**src/rtl/masked_aes_pkg.sv**
```systemverilog
// Shared definitions for the masked block/word stream adapter: sender FSM
// states and the beat-count / index-width helpers used to size counters.
package masked_aes_pkg;

  typedef enum logic {
    IDLE,
    SEND
  } state_t;

  function automatic int beats(input int block_w, input int word_w);
    return block_w / word_w;
  endfunction

  // Width of a counter able to hold values 0..n-1 (never narrower than 1 bit).
  function automatic int idx_w(input int n);
    return (n <= 2) ? 1 : $clog2(n);
  endfunction

endpackage

```
**src/rtl/masked_stream_adapter_if.sv**
```systemverilog
// Block-input, core-word and result-output signals of masked_stream_adapter.
// master = surrounding system / core, slave = the adapter.
interface masked_stream_adapter_if #(
  parameter int NSHARES = 2,
  parameter int WORD_W  = 32,
  parameter int BLOCK_W = 128
);
  logic                        in_valid;
  logic                        in_ready;
  logic [NSHARES*BLOCK_W-1:0]  in_data;
  logic [NSHARES*BLOCK_W-1:0]  in_key;
  logic [NSHARES*WORD_W-1:0]   core_data;
  logic [NSHARES*WORD_W-1:0]   core_key;
  logic                        core_first;
  logic                        core_done;
  logic [NSHARES*WORD_W-1:0]   core_out;
  logic                        out_valid;
  logic                        out_ready;
  logic [NSHARES*BLOCK_W-1:0]  out_data;
  logic                        err;

  modport master (
    output in_valid, in_data, in_key, core_done, core_out, out_ready,
    input  in_ready, core_data, core_key, core_first, out_valid, out_data, err
  );

  modport slave (
    input  in_valid, in_data, in_key, core_done, core_out, out_ready,
    output in_ready, core_data, core_key, core_first, out_valid, out_data, err
  );
endinterface

```
**src/rtl/share_block_fifo.sv**
```systemverilog
// In-order buffer of shared result blocks; out_data reads zero while empty.
// A push into a full buffer is taken when a pop happens in the same cycle.
module share_block_fifo
  import masked_aes_pkg::*;
#(
  parameter int NSHARES = 2,
  parameter int BLOCK_W = 128,
  parameter int DEPTH   = 2
) (
  input  logic                          clk,
  input  logic                          rst,
  input  logic                          push,
  input  logic [NSHARES*BLOCK_W-1:0]    push_data,
  input  logic                          pop,
  output logic                          full,
  output logic                          out_valid,
  output logic [NSHARES*BLOCK_W-1:0]    out_data,
  output logic [idx_w(DEPTH+1)-1:0]     count
);
  localparam int W  = NSHARES * BLOCK_W;
  localparam int AW = idx_w(DEPTH);
  localparam int CW = idx_w(DEPTH + 1);

  logic [W-1:0]  mem [DEPTH];
  logic [AW-1:0] rd_ptr, wr_ptr;
  logic          do_push, do_pop;

  assign full      = (count == CW'(DEPTH));
  assign out_valid = (count != '0);
  assign out_data  = out_valid ? mem[rd_ptr] : '0;
  assign do_pop    = pop && out_valid;
  assign do_push   = push && (!full || do_pop);

  always_ff @(posedge clk) begin
    if (rst) begin
      rd_ptr <= '0;
      wr_ptr <= '0;
      count  <= '0;
    end else begin
      if (do_push) wr_ptr <= (wr_ptr == AW'(DEPTH - 1)) ? '0 : wr_ptr + 1'b1;
      if (do_pop)  rd_ptr <= (rd_ptr == AW'(DEPTH - 1)) ? '0 : rd_ptr + 1'b1;
      if (do_push && !do_pop)      count <= count + 1'b1;
      else if (do_pop && !do_push) count <= count - 1'b1;
    end
  end

  always_ff @(posedge clk) begin
    if (do_push) mem[wr_ptr] <= push_data;
  end

endmodule

```
**src/rtl/masked_stream_adapter.sv**
```systemverilog
// Splits shared blocks into MSW-first words for a non-stallable masked core and
// reassembles its results into a credit-protected FIFO. Optional MASK_REFRESH_EN.
module masked_stream_adapter
  import masked_aes_pkg::*;
#(
  parameter int NSHARES = 2,
  parameter int WORD_W  = 32,
  parameter int BLOCK_W = 128,
  parameter int DEPTH   = 2
) (
  input  logic clk,
  input  logic rst,
`ifdef MASK_REFRESH_EN
  input  logic [(NSHARES-1)*WORD_W-1:0] rnd,
`endif
  masked_stream_adapter_if.slave bus
);
  localparam int BEATS = beats(BLOCK_W, WORD_W);
  localparam int BW    = idx_w(BEATS);
  localparam int CW    = idx_w(DEPTH + 1);
  localparam int DW    = NSHARES * BLOCK_W;
  localparam int WW    = NSHARES * WORD_W;
  localparam logic [CW:0] DEPTH_C = (CW+1)'(DEPTH);

  if (BLOCK_W % WORD_W != 0 || BLOCK_W / WORD_W < 2) begin : g_bad_block_cfg
    $error("masked_stream_adapter: BLOCK_W must be a multiple of WORD_W holding at least two words");
  end
  if (NSHARES < 2 || DEPTH < 1) begin : g_bad_share_cfg
    $error("masked_stream_adapter: NSHARES must be >= 2 and DEPTH >= 1");
  end

  function automatic logic [WW-1:0] top_words(input logic [DW-1:0] b);
    logic [WW-1:0] w;
    w = '0;
    for (int unsigned s = 0; s < NSHARES; s++)
      w[s*WORD_W +: WORD_W] = b[s*BLOCK_W + BLOCK_W - WORD_W +: WORD_W];
    return w;
  endfunction

  function automatic logic [DW-1:0] shift_block(input logic [DW-1:0] b);
    logic [DW-1:0] r;
    r = '0;
    for (int unsigned s = 0; s < NSHARES; s++)
      r[s*BLOCK_W +: BLOCK_W] = b[s*BLOCK_W +: BLOCK_W] << WORD_W;
    return r;
  endfunction

  function automatic logic [DW-1:0] low_words(input logic [WW-1:0] w);
    logic [DW-1:0] r;
    r = '0;
    for (int unsigned s = 0; s < NSHARES; s++)
      r[s*BLOCK_W +: WORD_W] = w[s*WORD_W +: WORD_W];
    return r;
  endfunction

  // ---------------- block -> word sender ----------------
  state_t        state;
  logic [BW-1:0] beat;
  logic [DW-1:0] blk_data, blk_key;
  logic          last_beat, credit_ok, accept;
  logic [CW-1:0] in_flight, occ;
  logic [CW:0]   committed;

  assign last_beat    = (state == SEND) && (beat == BW'(BEATS - 1));
  assign committed    = {1'b0, in_flight} + {1'b0, occ};
  assign credit_ok    = committed < DEPTH_C;
  assign bus.in_ready = !rst && (state == IDLE || last_beat) && credit_ok;
  assign accept       = bus.in_valid && bus.in_ready;

  // Remaining words are kept left-aligned so the next one is always at the top.
  always_ff @(posedge clk) begin
    if (rst) begin
      state          <= IDLE;
      beat           <= '0;
      blk_data       <= '0;
      blk_key        <= '0;
      bus.core_data  <= '0;
      bus.core_key   <= '0;
      bus.core_first <= 1'b0;
    end else if (accept) begin
      state          <= SEND;
      beat           <= '0;
      blk_data       <= shift_block(bus.in_data);
      blk_key        <= shift_block(bus.in_key);
      bus.core_data  <= top_words(bus.in_data);
      bus.core_key   <= top_words(bus.in_key);
      bus.core_first <= 1'b1;
    end else if (state == SEND && !last_beat) begin
      beat           <= beat + 1'b1;
      blk_data       <= shift_block(blk_data);
      blk_key        <= shift_block(blk_key);
      bus.core_data  <= top_words(blk_data);
      bus.core_key   <= top_words(blk_key);
      bus.core_first <= 1'b0;
    end else begin
      state          <= IDLE;
      beat           <= '0;
      bus.core_data  <= '0;
      bus.core_key   <= '0;
      bus.core_first <= 1'b0;
    end
  end

  // ---------------- word -> block capture ----------------
  logic          capturing, start, discard, push, pop, fifo_full, fifo_valid;
  logic [BW-1:0] cap_beat;
  logic [DW-1:0] cap_buf, push_data, fifo_data;
  logic [WW-1:0] cap_word;

`ifdef MASK_REFRESH_EN
  logic [WORD_W-1:0] rnd_sum;
  always_comb begin
    rnd_sum  = '0;
    cap_word = bus.core_out;
    for (int unsigned j = 0; j < NSHARES - 1; j++) begin
      cap_word[j*WORD_W +: WORD_W] = bus.core_out[j*WORD_W +: WORD_W] ^ rnd[j*WORD_W +: WORD_W];
      rnd_sum = rnd_sum ^ rnd[j*WORD_W +: WORD_W];
    end
    cap_word[(NSHARES-1)*WORD_W +: WORD_W] = bus.core_out[(NSHARES-1)*WORD_W +: WORD_W] ^ rnd_sum;
  end
`else
  assign cap_word = bus.core_out;
`endif

  assign pop       = fifo_valid && bus.out_ready;
  assign start     = bus.core_done && !capturing && (!fifo_full || pop);
  assign discard   = bus.core_done && !start;
  assign push      = capturing && (cap_beat == BW'(BEATS - 1));
  assign push_data = shift_block(cap_buf) | low_words(cap_word);

  always_ff @(posedge clk) begin
    if (rst) begin
      capturing <= 1'b0;
      cap_beat  <= '0;
      cap_buf   <= '0;
      bus.err   <= 1'b0;
    end else begin
      if (start) begin
        capturing <= 1'b1;
        cap_beat  <= BW'(1);
        cap_buf   <= low_words(cap_word);
      end else if (capturing) begin
        cap_buf <= push_data;
        if (push) begin
          capturing <= 1'b0;
          cap_beat  <= '0;
        end else begin
          cap_beat <= cap_beat + 1'b1;
        end
      end
      if (discard) bus.err <= 1'b1;
    end
  end

  // A discarded result never reserved a credit, so only real pushes return one.
  always_ff @(posedge clk) begin
    if (rst) begin
      in_flight <= '0;
    end else if (accept && !push) begin
      in_flight <= in_flight + 1'b1;
    end else if (push && !accept && in_flight != '0) begin
      in_flight <= in_flight - 1'b1;
    end
  end

  share_block_fifo #(
    .NSHARES (NSHARES),
    .BLOCK_W (BLOCK_W),
    .DEPTH   (DEPTH)
  ) u_fifo (
    .clk       (clk),
    .rst       (rst),
    .push      (push),
    .push_data (push_data),
    .pop       (pop),
    .full      (fifo_full),
    .out_valid (fifo_valid),
    .out_data  (fifo_data),
    .count     (occ)
  );

  assign bus.out_valid = fifo_valid;
  assign bus.out_data  = fifo_data;

endmodule
```
**src/flat_wrapper.sv**
```systemverilog
// flat-port wrapper written by rule: the top's interface ports become plain ports
module masked_stream_adapter_flat import masked_aes_pkg::*;
#(
  parameter int NSHARES = 2,
  parameter int WORD_W  = 32,
  parameter int BLOCK_W = 128,
  parameter int DEPTH   = 2
)
  (clk, rst, bus_in_valid, bus_in_data, bus_in_key, bus_core_done, bus_core_out, bus_out_ready, bus_in_ready, bus_core_data, bus_core_key, bus_core_first, bus_out_valid, bus_out_data, bus_err);
  masked_stream_adapter_if #(.NSHARES(NSHARES), .WORD_W(WORD_W), .BLOCK_W(BLOCK_W)) bus_i ();
  input  logic clk;
  input  logic rst;
  input wire logic [$bits(bus_i.in_valid)-1:0] bus_in_valid;
  input wire logic [$bits(bus_i.in_data)-1:0] bus_in_data;
  input wire logic [$bits(bus_i.in_key)-1:0] bus_in_key;
  input wire logic [$bits(bus_i.core_done)-1:0] bus_core_done;
  input wire logic [$bits(bus_i.core_out)-1:0] bus_core_out;
  input wire logic [$bits(bus_i.out_ready)-1:0] bus_out_ready;
  output wire logic [$bits(bus_i.in_ready)-1:0] bus_in_ready;
  output wire logic [$bits(bus_i.core_data)-1:0] bus_core_data;
  output wire logic [$bits(bus_i.core_key)-1:0] bus_core_key;
  output wire logic [$bits(bus_i.core_first)-1:0] bus_core_first;
  output wire logic [$bits(bus_i.out_valid)-1:0] bus_out_valid;
  output wire logic [$bits(bus_i.out_data)-1:0] bus_out_data;
  output wire logic [$bits(bus_i.err)-1:0] bus_err;
  assign bus_i.in_valid = bus_in_valid;
  assign bus_i.in_data = bus_in_data;
  assign bus_i.in_key = bus_in_key;
  assign bus_i.core_done = bus_core_done;
  assign bus_i.core_out = bus_core_out;
  assign bus_i.out_ready = bus_out_ready;
  assign bus_in_ready = bus_i.in_ready;
  assign bus_core_data = bus_i.core_data;
  assign bus_core_key = bus_i.core_key;
  assign bus_core_first = bus_i.core_first;
  assign bus_out_valid = bus_i.out_valid;
  assign bus_out_data = bus_i.out_data;
  assign bus_err = bus_i.err;
  masked_stream_adapter #(.NSHARES(NSHARES), .WORD_W(WORD_W), .BLOCK_W(BLOCK_W), .DEPTH(DEPTH)) u_core (.clk(clk), .rst(rst), .bus(bus_i));
endmodule
```
**config.mk**
```make
export PLATFORM = sky130hd
export DESIGN_NAME = masked_stream_adapter_flat
export DESIGN_NICKNAME = d
export VERILOG_FILES = /design/src/rtl/masked_aes_pkg.sv /design/src/rtl/masked_stream_adapter_if.sv /design/src/rtl/share_block_fifo.sv /design/src/rtl/masked_stream_adapter.sv /design/src/flat_wrapper.sv
export SDC_FILE = /design/constraint.sdc
export NUM_CORES = 2
export LEC_CHECK = 0
export CAP_MARGIN = 20
export CORE_AREA = 2 2 382 384
export DETAILED_ROUTE_END_ITERATION = 12
export DIE_AREA = 0 0 384 386
export GPL_TIMING_DRIVEN = 0
export PLACE_DENSITY = 0.59
export SYNTH_ARGS = -nofsm -noshare
export SYNTH_HDL_FRONTEND = slang
export SYNTH_HIERARCHICAL = 1
export SYNTH_SLANG_ARGS = --single-unit
```
**constraint.sdc**
```tcl
create_clock -name clk -period 15.1 [get_ports clk]
set_input_delay 2.265 -clock clk [delete_from_list [all_inputs] [get_ports clk]]
set_output_delay 2.265 -clock clk [all_outputs]
set_load 0.005 [all_outputs]
```
* Yosys cells after proc, flatten, opt, wreduce, memory -nomap -nowiden
Memories as Yosys holds them, arrays and structs flattened. A register that Yosys moved wholly into a read port is not among the register bits. Index checks and enable logic that the tools add are counted.
Storage, ports and cells: register bits after elaboration 750, input bits 581, logic and storage cells 102, output and inout port bits 388, memories 1, memory bits (writable) 512
Operators by class: reductions and logical operators 37, $add $sub $neg 9, bitwise gates (word level) 3, equality and inequality tests 4, $lt $le $gt $ge 1, mux-type cells 30
Memories:
- u_core.u_fifo.mem | depth 2, width 256, read ports 1, clocked after Yosys merged registers in 1, wr ports 1, line share_block_fifo.sv:24 | logic [W-1:0] mem [DEPTH];
Operator list (count):
- two-way mux 256 bit | 5
- two-way mux 160 bit | 2
- two-way mux 64 bit | 4
- OR 256 x 160 -> 256 bit | 1
- logical AND 1 bit | 17
- two-way mux 1 bit | 14
- nonzero test 2 bit | 6
- two-way mux 2 bit | 5
- zero test 1 bit | 9
- adder 2 x 1 -> 2 bit (second input constant) | 4
- equality test 2 bit (second input constant) | 3
- subtractor 2 x 1 -> 2 bit (second input constant) | 2
- adder 2 x 2 -> 3 bit | 1
- logical OR 1 bit | 3
- less-than comparator 3 x 2 -> 1 bit (second input constant) | 1
- OR reduction 3 bit | 1
- adder 1 bit (second input constant) | 2
- != test 2 x 1 -> 1 bit (second input constant) | 1
- inverter 1 bit | 2
- OR reduction 2 bit | 1

* Depth between registers and ports, before layout
word-level depth 11, gate-level depth with buffers 11, mapped depth without buffers 9

* By module
Netlist, hierarchy kept.
Modules (own cells, without submodules):
- masked_stream_adapter | area an instance 26670.6 µm², cells an instance 3084, instances 1, seq. area each 14293.7 µm²
- share_block_fifo | area an instance 19600.0 µm², cells an instance 1107, instances 1, seq. area each 15474.8 µm²

* Least setup slack after synthesis
Ideal clock, no wire load.
path type input -> register, from in bus_out_ready, to mem u_core/u_fifo/mem[0][0] in the netlist's numbering, enable pin, path buffers 0, arrival 13.778 ns, setup slack 0.415 ns, library setup time 0.908 ns, required time 14.192 ns, cell stages on the path 4, path through and2_1 inv_1 a21boi_4 nor2b_1
Between the ends: cells in the longest elaborated chain, start to end 6
Ends and longest elaborated chain:
- start, declared | line flat_wrapper.sv:18 | input wire logic [$bits(bus_i.out_ready)-1:0] bus_out_ready;
- logical AND 1 bit | line masked_stream_adapter.sv:125 | assign pop = fifo_valid && bus.out_ready;
- logical AND 1 bit | line share_block_fifo.sv:31 | assign do_pop = pop && out_valid;
- logical OR 1 bit | line share_block_fifo.sv:32 | assign do_push = push && (!full || do_pop);
- logical AND 1 bit | line share_block_fifo.sv:32
- two-way mux 1 bit | line share_block_fifo.sv:48 | if (do_push) mem[wr_ptr] <= push_data;
- two-way mux 1 bit (not written as such) | line share_block_fifo.sv:48
- end, declared | line share_block_fifo.sv:24
No other way between the ends.

* Worst setup path in the final report
from in rst, to out bus_in_ready
Between the ends: cells in the longest elaborated chain, start to end 3
Ends and longest elaborated chain:
- start, declared | line flat_wrapper.sv:12 | input logic rst;
- zero test 1 bit | line masked_stream_adapter.sv:67 | assign bus.in_ready = !rst && (state == IDLE || last_beat) && credit_ok;
- logical AND 1 bit (2 in a row) | line masked_stream_adapter.sv:67
- end, declared | line flat_wrapper.sv:19 | output wire logic [$bits(bus_i.in_ready)-1:0] bus_in_ready;
No other way between the ends.

==> metrics.txt <==
outcome=completed; number of synthesized register bits=1231; H-tree depth=4; gpl congestion=between 0.9 and 1; Leakage=approximately 22 nW; Slew Viols, Final=0; sequence of cells on the critical path=clkdlybuf4s50_1 > buf_2 > inv_1 > buf_2 > nand2_1 > buf_2 > nor3_1 > clkdlybuf4s50_1; TritonCTS clock tree=yes; Synth area leaders=edfxtp_1 33%, dfxtp_1 31%, mux2i_1 9.7%; share of layout cells above drive strength 1=0.08433; P&R area growth vs syn=37.20%; largest net degree at the start of global routing=63; VDD IR max=84.70 µV; Hold Crit Class=reg2reg; synth warn=6; Initial DRC Count=2848; post-synthesis average cell area=about 11 µm²; Synth Flop Type=dfxtp_1; Antenna Violating Nets Remaining=0; CP Capture Type=output port; leading cell type in the layout, fill and taps excluded=clkdlybuf4s50_1; Post-Syn Instances=between 4000 and 5000; grt ovf=0; max_cap viols=0; Routed WL per cell=around 25 µm; # resized after CTS=0; reg-to-reg setup timing slack=around 12000 ps; Final Hold Viols=0; P per Cell Area=about 120 nW/µm²; IO Pins=slightly below 1000; post-route cell area=around 63000 µm²; upper clock frequency limit=approximately 130 MHz; Sum Neg Setup Slack=0 ps; DP Worst Slack=between 7000 and 8000 ps; Post-DP HPWL=144.5 mm; overall routing resource usage=0.2434; # nets final=5903; clock buffer count from CTS=138; Slew headroom=0.1627; CTS Hold Bufs=0; Placed Area=58760 µm²; Synthesized Nets=~4800; WL final=186.3 mm; port bufs=968; RSZ-0062 raised after global routing=false; DIE HEIGHT=386 µm; Filler cells=roughly 14000; number of synthesized flops with an enable pin=a little over 500; via count=36270; First-pass DRT Iterations=6; asr flop ratio synth=0; most frequent CP cell=buf_2; vias in the first global route=approximately 36000; Final setup viols=0; critical path arrival=5160 ps; Layout Skew=approximately 45 ps; CTS clk-pin slew, worst paths=about 50 ps; Clock Path Buffers=3; startpoint types=input port; minimum clock period=7427 ps; Clock Sink Count=1231; Layout Utilization=0.4393; synth unique cells=43; Initial Utilization=0.3202; setup ws final=about 7700 ps; Seq/Total Area, Yosys=0.6434; post-synth top area cell=edfxtp_1; Required @ worst endpoint=12840 ps; DR DRC count=0; chip width=between 300 and 400 µm; initial antenna violation count=slightly above 60; Clock Latency Late Sink=780 ps; worst-margin pin slew=~1200 ps; vias per cell=4.913; slowest stage cell, crit path=clkdlybuf4s50_1; core area=between 100000 and 150000 µm²; first-pass GRT wire length=between 200 and 300 mm; CP Max Fanout=10; root buffer selected by CTS=clkbuf_16; WHS=roughly 450 ps; mapped cell area=between 40000 and 50000 µm²; type of the worst setup path=in2out; Period Utilization, post-route=0.4918; delay of the slowest critical-path stage=between 700 and 800 ps; FP Rows=140; top cell type's share of synthesized area=0.3323; Die Area=roughly 150000 µm²; Post-CTS Setup Bufs=0; most frequent cells in the layout=968 x clkdlybuf4s50_1, 900 x nand2_1, 719 x dfxtp_1, 512 x edfxtp_1, 448 x mux2i_1
## power by group
group,switching [mW],leakage (nW),internal (mW)
Clock,1.41,2.26,2.02
Sequential,0.0766,10.6,3.58
Combinational,0.410,9.54,0.324
Total,1.89,22.4,5.92
## logic make-up (layout without fill, tap and decap cells)
family | count (synthesis) | count (layout) | synth area share
adder cells (fa/ha/maj) | 4 | 4 | 0.001244
XOR/XNOR | 3 | 3 | 0.0005680
buffers and inverters | 347 | 1587 | 0.03994
other | 0 | 34 | 0
AND/OR/NAND/NOR | 1341 | 1341 | 0.1120
AO/OA/AOI/OAI | 816 | 816 | 0.1058
multiplexers | 449 | 449 | 0.09716
flip-flops | 1231 | 1231 | 0.6434
## cell type report
class                   count  area (µm²)  area share
multi-input cells        2613       14660      0.2310
inverters                   8       30.03   0.0004730
diodes                     34       85.08    0.001340
clock buffers             203        4035     0.06356
repair buffers            987       10080      0.1588
plain buffers             339        1818     0.02864
clock inverters            50       603.1    0.009500
well taps                1917        2399     0.03778
flip-flops and latches   1231       29770      0.4689
## Yosys cell counts (2+ instances only)
cell and n:
clkbuf_1 114, a21boi_0 2, mux2i_1 448, a22o_1 100
and2_1 3, edfxtp_1 512, nand2_1 900, o2111ai_1 2
inv_1 8, nand2b_1 2, nor3_1 3, dfxtp_1 719
a21oi_1 160, ha_1 3, nor2b_1 4, xor2_1 3
buf_1 2, o21ai_0 261, buf_6 19, buf_2 145
nor2_2 2, nor2_1 388, buf_4 59, o31ai_1 29
nand4_1 28, a31oi_1 257, nor4_1 2
## registers in the layout, indices dropped and copies added, names as in the netlist, 64 cells and up, named ones only
register,count
u_core/blk_data,192
u_core/bus.core_data,64
u_core/cap_buf,192
u_core/u_fifo/mem,512
u_core/blk_key,192
u_core/bus.core_key,64
## final timing paths
check                                      start  depth (start not counted)                                 end
max reg2reg  u_core/u_fifo/count[0]$_SDFFE_PP0P_                          7  u_core/bus.core_key[31]$_SDFF_PP0_
min reg2reg            u_core/beat[0]$_SDFF_PP0_                          1           u_core/beat[0]$_SDFF_PP0_
max                                          rst                          8                        bus_in_ready
min                    u_core/beat[0]$_SDFF_PP0_                          1           u_core/beat[0]$_SDFF_PP0_
## layer usage
layer / vias to the layer above / track usage / routed length (µm)
li1: 17020 / - / -
met1: 17620 / 0.2808 / 71880
met2: 1319 / 0.4213 / 93220
met3: 280 / 0.07101 / 14940
met4: 24 / 0.09862 / 6084
met5: - / 0 / 160
## per-stage QoR
stage	total power [mW]	cells
finish	7.817	7382
global route	8.089	7377
CTS	7.890	7348
detailed placement	4.463	7095
global placement	4.456	7076
floorplan	4.015	4191
## worst max-delay path, delay by kind of cell
| family | cells | cell delay, ps |
|---|---|---|
| buffers and inverters | 6 | 2570 |
| AND/OR/NAND/NOR | 2 | 320 |
Note: power is estimated with default switching activity, not from simulation.
